<file path="config.mk">
export PLATFORM = sky130hd
export DESIGN_NAME = mul32_seq
export DESIGN_NICKNAME = d
export VERILOG_FILES = /design/src/rtl/mul32_pkg.sv /design/src/rtl/mul32_seq_adder32.sv /design/src/rtl/mul32_seq.sv
export SDC_FILE = /design/constraint.sdc
export NUM_CORES = 1
export LEC_CHECK = 0
export ABC_AREA = 1
export CAP_MARGIN = 30
export CORE_MARGIN = 2
export CORE_UTILIZATION = 27
export CTS_BUF_LIST = sky130_fd_sc_hd__clkbuf_2
export CTS_CLUSTER_SIZE = 30
export DETAILED_ROUTE_END_ITERATION = 8
export HOLD_SLACK_MARGIN = 0.06
export PLACE_DENSITY = 0.55
export SYNTH_ARGS = -nofsm -noshare
export SYNTH_HDL_FRONTEND = slang
export SYNTH_HIERARCHICAL = 1
export SYNTH_SLANG_ARGS = --single-unit
</file>
<file path="constraint.sdc">
create_clock -name CLK -period 3.38 [get_ports CLK]
set_clock_uncertainty 0.15 [all_clocks]
set_input_delay 0.676 -clock CLK [delete_from_list [all_inputs] [get_ports CLK]]
set_output_delay 0.676 -clock CLK [all_outputs]
set_load 0.02 [all_outputs]
</file>
<file path="src/rtl/mul32_pkg.sv">
// mul32_pkg: shared FSM encoding and iteration/latency constants for the sequential multiplier.
package mul32_pkg;
   typedef enum logic [2:0] {
      S_IDLE = 3'd0,
      S_ABS  = 3'd1,
      S_RUN  = 3'd2,
      S_NEGL = 3'd3,
      S_NEGH = 3'd4,
      S_DONE = 3'd5
   } state_t;
   localparam int MUL_ITER    = 32;
   localparam int MUL_LATENCY = 35;
endpackage

</file>
<file path="src/rtl/mul32_seq_adder32.sv">
// Adder32: 32-bit ripple-style adder with carry in/out used for accumulate and negate.
module Adder32 (
   input  logic [31:0] A,
   input  logic [31:0] B,
   input  logic        Cin,
   output logic [31:0] F,
   output logic        Cout
);
   assign {Cout, F} = {1'b0, A} + {1'b0, B} + {32'b0, Cin};
endmodule

</file>
<file path="src/rtl/mul32_seq.sv">
// mul32_seq: sequential 32x32->64 signed/unsigned shift-add multiplier with start/done handshake.
module mul32_seq
   import mul32_pkg::*;
(
   input  logic        CLK,
   input  logic        RST,
   input  logic        Start,
   input  logic        Signed,
   input  logic [31:0] A,
   input  logic [31:0] B,
   output logic        Busy,
   output logic        Done,
   output logic [63:0] P,
   output logic        ZF,
   output logic        SF
);
   state_t      state_q;
   logic [31:0] m_q, hi_q, lo_q;
   logic [4:0]  cnt_q;
   logic        sgn_q, neg_q, c_q;
   logic [31:0] u0_f, u1_f;
   logic        u0_c, u1_c;
   logic [32:0] acc_d;
   logic [63:0] res_d;
   // U0 doubles as the multiplicand negator in ABS, U1 negates the multiplier, then the product.
   Adder32 u0 (
      .A    (state_q == S_ABS ? ~m_q : hi_q),
      .B    (state_q == S_ABS ? 32'd0 : m_q),
      .Cin  (state_q == S_ABS),
      .F    (u0_f),
      .Cout (u0_c)
   );
   Adder32 u1 (
      .A    (~(state_q == S_NEGH ? hi_q : lo_q)),
      .B    (32'd0),
      .Cin  (state_q == S_NEGH ? c_q : 1'b1),
      .F    (u1_f),
      .Cout (u1_c)
   );
   always_comb begin
      acc_d = lo_q[0] ? {u0_c, u0_f} : {1'b0, hi_q};
      res_d = {neg_q ? u1_f : hi_q, lo_q};
   end
   always_ff @(posedge CLK) begin
      if (RST) begin
         state_q <= S_IDLE;
         Busy    <= 1'b0;
         Done    <= 1'b0;
         P       <= 64'd0;
         ZF      <= 1'b0;
         SF      <= 1'b0;
         cnt_q   <= 5'd0;
         m_q     <= 32'd0;
         hi_q    <= 32'd0;
         lo_q    <= 32'd0;
         sgn_q   <= 1'b0;
         neg_q   <= 1'b0;
         c_q     <= 1'b0;
      end else begin
         case (state_q)
            S_IDLE, S_DONE: begin
               Done <= 1'b0;
               if (Start) begin
                  m_q     <= A;
                  lo_q    <= B;
                  sgn_q   <= Signed;
                  neg_q   <= Signed & (A[31] ^ B[31]);
                  Busy    <= 1'b1;
                  state_q <= S_ABS;
               end else begin
                  state_q <= S_IDLE;
               end
            end
            S_ABS: begin
               m_q     <= (sgn_q && m_q[31]) ? u0_f : m_q;
               lo_q    <= (sgn_q && lo_q[31]) ? u1_f : lo_q;
               hi_q    <= 32'd0;
               cnt_q   <= 5'd0;
               state_q <= S_RUN;
            end
            S_RUN: begin
               {hi_q, lo_q} <= {acc_d, lo_q[31:1]};
               cnt_q        <= cnt_q + 5'd1;
               if (cnt_q == 5'(MUL_ITER - 1)) state_q <= S_NEGL;
            end
            S_NEGL: begin
               if (neg_q) {c_q, lo_q} <= {u1_c, u1_f};
               state_q <= S_NEGH;
            end
            S_NEGH: begin
               hi_q    <= res_d[63:32];
               P       <= res_d;
               ZF      <= (res_d == 64'd0);
               SF      <= res_d[63];
               Busy    <= 1'b0;
               Done    <= 1'b1;
               state_q <= S_DONE;
            end
            default: state_q <= S_IDLE;
         endcase
      end
   end
endmodule

</file>
[Word level (Yosys, flattened, before mapping)]
Cells that the tools add are included.
Widths: inputs -> output; s select.
Storage, ports and cells
  flip-flop bits (word level): 175
  input port bits: 68
  output and inout port bits: 68
Cells by class
  equal/unequal tests: 11
  multiplexer cells: 21
  bitwise operators: 4
  add/sub/neg operators: 4
  reduce and logical (&&, ||, !) cells: 15
Operators by type and width (number)
  $mux 32: 9
  $pmux 32 s4: 1
  $pmux 32 s3: 1
  $logic_not 64->1: 1
  $not 32->32: 2
  $pmux 32 s2: 1
  $add 32x1->33: 1
  $add 32x32->33: 1
  $add 33x1->33: 1
  $mux 33: 1
  $pmux 3 s5: 1
  $ne 2x2->1 const B: 5
  $pmux 5 s2: 1
  $eq 3x2->1 const B: 2
  $eq 3x3->1 const B: 2
  $reduce_and 2->1: 3
  $reduce_bool 2->1: 3
  $add 5x1->5 const B: 1
  $eq 5x5->1 const B: 1
  $pmux 1 s2: 2
  $reduce_and 4->1: 1
  $reduce_bool 4->1: 1
  $eq 3x1->1 const B: 1
  $logic_not 3->1: 1
  other kinds (8): 11

[Longest topological paths before layout]
  word-level depth: 6
  gate-level depth with buffers: 27
  gate-level depth less buffers: 26

[Hierarchy]
The synthesis kept the hierarchy.
By module, submodules not included
  mul32_seq: times used 1, area each 9504.1 um^2, cells each 1611
  Adder32: times used 2, area each 2393.5 um^2, cells each 505

[Least setup slack after synthesis]
OpenSTA, ideal clock, no wires.
  path type: reg2reg
  start: register state_q[2]
  end: register hi_q[16]
  cell stages (with the launch flop): 20
  slack: -0.122 ns
  arrival time: 3.277 ns
  period minus slack after synthesis: 3.502 ns
  path buffers: 2
  setup time: 0.074 ns
  cell sequence: dfxtp_1 -> inv_2 -> nor2_4 -> buf_2 -> buf_2 -> o21ai_0 -> fa_1 -> fa_1 -> nand3_1 -> nand3_1 -> nand2_1 -> nand2_2 -> nand2_1 -> nand3b_1 -> xor2_1 -> inv_1 -> nand2_1 -> o21ai_0 -> or2_1 -> a31oi_1
Between the ends
  word-level cells in the longest chain between the ends: 6
  elaborated cells between the ends (all ways): 15
RTL lines
  from (decl): line mul32_seq.sv:17  | state_t state_q;
  from (signal assigned): line mul32_seq.sv:46  | state_q <= S_IDLE;
  from (signal assigned): line mul32_seq.sv:69  | state_q <= S_ABS;
  from (signal assigned): line mul32_seq.sv:71  | state_q <= S_IDLE;
  $eq 3x3->1 (*): line mul32_seq.sv:34, mul32_seq.sv:36
  $mux 32: line mul32_seq.sv:34  | .A (~(state_q == S_NEGH ? hi_q : lo_q)),
  $not 32->32: line mul32_seq.sv:34
  $add 32x1->33 (*): line mul32_seq_adder32.sv:9  | assign {Cout, F} = {1'b0, A} + {1'b0, B} + {32'b0, Cin};
  named net u1_f[16]: line mul32_seq.sv:21  | logic [31:0] u0_f, u1_f;
  $mux 32 (*): line mul32_seq.sv:42  | res_d = {neg_q ? u1_f : hi_q, lo_q};
  $pmux 32 s3 (*): line mul32_seq.sv:60  | case (state_q)
  to (signal assigned): line mul32_seq.sv:82  | {hi_q, lo_q} <= {acc_d, lo_q[31:1]};
  to (signal assigned): line mul32_seq.sv:91  | hi_q <= res_d[63:32];
  to (decl): line mul32_seq.sv:18  | logic [31:0] m_q, hi_q, lo_q;
Mark *: on every way through the listed nets, which the timed path passes. The rest lies on a longest branch.
A chain may end at the register's enable or synchronous reset.

[Worst setup path after layout]
  start: register state_q[0]
  end: register lo_q[16]
Between the ends
  word-level cells in the longest chain between the ends: 6
  elaborated cells between the ends (all ways): 19
RTL lines
  $eq 3x3->1 (*): line mul32_seq.sv:34, mul32_seq.sv:36
  $mux 32: line mul32_seq.sv:34
  $not 32->32: line mul32_seq.sv:34
  $add 32x1->33 (*): line mul32_seq_adder32.sv:9
  named net u1_f[16]: line mul32_seq.sv:21
  $mux 32, on equally long branches: line mul32_seq.sv:87, mul32_seq.sv:76
  $pmux 32 s4 (*): line mul32_seq.sv:60
  to (signal assigned): line mul32_seq.sv:76  | lo_q <= (sgn_q && lo_q[31]) ? u1_f : lo_q;
  to (signal assigned): line mul32_seq.sv:82
  to (signal assigned): line mul32_seq.sv:87  | if (neg_q) {c_q, lo_q} <= {u1_c, u1_f};
  to (decl): line mul32_seq.sv:18
Mark *: on every way through the listed nets, which the timed path passes. The rest lies on a longest branch. The select of a mux whose other input is x is not followed.

==> metrics.md <==
| Metric | Value |
|---|---|
| Syn Area/Cell | 5.45 um2 |
| Max cap viols | 0 |
| Post-layout utilization of the core | 0.351 |
| Synth cell count leaders | nand2_1, inv_1, nor2_1 |
| Core Region | 0.0524 mm2 |
| Post-Synth Simple-Gate Area | 0.429 |
| GPL Wtd Cong | 0.920 |
| Max Clk Rate | 302 MHz |
| Synth Register Bits | 174 |
| Worst path cell trace | inv_2 > nand2_2 > nor2_4 > buf_12 > buf_4 > nand2_2 > o21ai_2 > fa_2 > fa_2 > nand3_2 > nand3_2 > nand2_2 > nand2_4 > nand2_2 > nand3b_1 > xor2_2 > buf_4 > buf_4 > nand2_1 > nand2_1 > nor2_1 > nand2_1 > nand2_1 > nor2_1 |
| Die Wd | 234 um |
| Post-synth EDFFs | 0 |
| Worst Hold Class | primary input to register |
| Critical path buffers and inverters | 5 |
| Unrepaired setup endpoints after global routing | true |
| Drc violations | 0 |
| Routed via count | 15,900 |
| Total gr overflow | 0 |
| Clk buf depth | 2 |
| Synth cell types | 34 |
| PwrDens | 541 mW/mm2 |
| WL final | 52,000 um |
| Critical path class | register to register |
| Per-cell routed wire length | 14.5 um |
| Post-synthesis adder-cell area fraction | 0.0616 |
| Fin Setup TNS | 0 ns |
| Top-level I/O count | 136 |
| Largest family of logic cells by synthesized area | simple AND/OR/NAND/NOR gates |
| CTS root buffer | clkbuf_2 |
| Final setup vio count | 0 |
| Layout Nets | 3,014 |
| Cell with the most instances after synthesis | nand2_1 |
| Share of layout cells above drive strength 1 | 0.102 |
| Total die area | 0.0548 mm2 |
| Worst Tran Pin Value | 0.897 ns |
| Required time of the critical path | 4.24 ns |
| Pre-antenna DRT Iters | 6 |
| Share of the synthesized area in the top cell type | 0.286 |
| Initial Util | 0.272 |
| Crit path time final | 3.32 ns |
| Leak Pwr | 9.48 nW |
| Synth Flop Type | dfxtp_1 |
| Synth Area in Compound Gates | 0.115 |
| Clock-pin slew on the worst setup and hold paths | 0.34 ns |
| Critical Path AT | 4.17 ns |
| CP max-delay cell | dfxtp_2 |
| Vias in the first global route | 14,600 |
| Post-synthesis xor/xnor area fraction | 0.0190 |
| Crit path launch type | register |
| Post-synthesis mux area share | 0 |
| Register area share after synthesis | 0.244 |
| Synth area leaders | nand2_1, dfxtp_1, inv_1 |
| Crit end category | register |
| Async SR Flop Fraction | 0 |
| Final hold vios | 0 |
| Drt via density | 4.43 |
| Rows | 84 |
| Fin. max-slew vios | 0 |
| Tcrit/Tclk final | 0.981 |
| Final WS setup | 0.0640 ns |
| Syn Inst Count | 2,621 |
| I/O Buffers | 135 |
| Status | complete, no violations |
| Iter 0 DRT Violations | 863 |
| Detail Route Antenna Nets | 0 |
| Synth Cell Area | 0.0143 mm2 |
| First-pass GRT wire length | 80,400 um |
| Antenna violations before repair | 2 |
| Relative slew slack | 0.402 |
| TritonCTS clock tree | yes |
| CTS Buf Count | 17 |
| CTS H-tree lvls | 4 |
| Clk_lat worst skew | 1.10 ns |
| Post-synth top area cell | nand2_1 |
| Die height | 234 um |
| Area Overhead vs Synth | 28.7% |
| Slowest stage delay, CP | 0.42 ns |
| Cell family with most CP delay | simple AND/OR/NAND/NOR gates |
| Synth warn | 6 |
| Number of clock sinks | 174 |
| GRT Total Usage | 0.190 |
| DP Worst Slack | -0.0293 ns |
| Worst vdd ir | 0.249 mV |
| Largest net degree at the start of global routing | 69 |
| Total chip power | 9.95 mW |
| Hpwl dp | 40,100 um |
| CP max FO | 8 |
==> flip-flops by register name, summed over array words and instances (netlist names), 3 cells and up <==
signal / flops
P: 64
cnt_q: 5
hi_q: 32
lo_q: 32
m_q: 32
state_q: 3
==> report_power, final <==
group / internal [mW] / switching (mW)
Combinational: 2.30 / 3.77
Sequential: 2.30 / 0.251
Clock: 0.335 / 0.997
Total: 4.93 / 5.01
==> stage by stage <==
step	instances	hold slack (ns)	cell area [um2]
CTS	3556	0.0628	17800
detailed placement	3481	0.304	17100
finish	3582	0.178	18400
global placement	3481	0.304	17100
floorplan	2653	0.280	14400
global route	3580	0.107	18400
==> repair_timing <==
| action | in CTS | in global routing |
|---|---|---|
| hold buffers | 40 | 0 |
| endpoints found under the setup margin | 9 | 84 |
| cloned | 1 | 1 |
| hold endpoints to repair | 120 | 0 |
| pin swaps | 1 | 43 |
| gates resized for setup | 6 | 110 |
| setup buffers | 2 | 22 |
==> worst paths after layout <==
| kind | cells after the start | endpoint | start | slack, ns |
|---|---|---|---|---|
| setup reg to reg | 24 | lo_q[16] | state_q[0] | 0.06 |
| hold reg to reg | 2 | P[59] | P[59] | 0.33 |
| hold / removal | 5 | m_q[3] | A[3] | 0.18 |
| setup / recovery | 24 | lo_q[16] | state_q[0] | 0.06 |
==> worst register-to-register path: stages, from the launching register on <==
cell and delay (ns):
dfxtp_2 0.42, inv_2 0.04, nand2_2 0.08, nor2_4 0.05
buf_12 0.14, buf_4 0.14, nand2_2 0.05, o21ai_2 0.06
fa_2 0.38, fa_2 0.42, nand3_2 0.08, nand3_2 0.07
nand2_2 0.09, nand2_4 0.08, nand2_2 0.06, nand3b_1 0.12
xor2_2 0.18, buf_4 0.14, buf_4 0.13, nand2_1 0.06
nand2_1 0.07, nor2_1 0.09, nand2_1 0.05, nand2_1 0.06
nor2_1 0.03
==> layer usage <==
metal | global-route usage | part of all wire | vias to the layer above
li1 | - | - | 8507
met2 | 0.299 | 0.44 | 316
met4 | 0.0562 | 0.021 | 2
met5 | 0 | 0.00013 | -
met3 | 0.0305 | 0.049 | 54
met1 | 0.267 | 0.49 | 6991
==> layout make-up <==
class / instances / area, um2
clock inverters: 15 / 195
fillers: 5904 / 34100
well taps: 688 / 861
diodes: 3 / 7.51
clock buffers: 17 / 85.1
inverters: 379 / 1430
repair buffers: 309 / 2900
flip-flops and latches: 174 / 3490
multi-input cells: 1997 / 9430
==> cell usage in the layout (no fill, tap or decap), types with 6 or more instances in the layout <==
cell,instances
nor2_2,19
xor2_1,22
inv_2,6
clkbuf_2,17
nand4_1,6
o21ai_0,142
o21ai_1,8
buf_12,7
nor3_1,7
a21oi_2,9
a31oi_1,32
inv_1,372
xor2_2,6
ha_1,62
nand2_1,1054
or2_1,15
nand3_1,104
a21oi_1,118
dlygate4sd3_1,40
nand2_4,8
buf_4,122
nor2_1,266
dfxtp_1,171
nand2_2,42
nand3_2,9
clkdlybuf4s50_1,134
conb_1,33
==> cells by family after synthesis <==
| kind of cell | count (synthesis) |
|---|---|
| AND/OR/NAND/NOR | 1548 |
| adder cells (fa/ha/maj) | 68 |
| other | 1 |
| buffers and inverters | 482 |
| AO/OA/AOI/OAI | 317 |
| flip-flops | 174 |
| XOR/XNOR | 31 |
(Power assumes the default switching activity.)
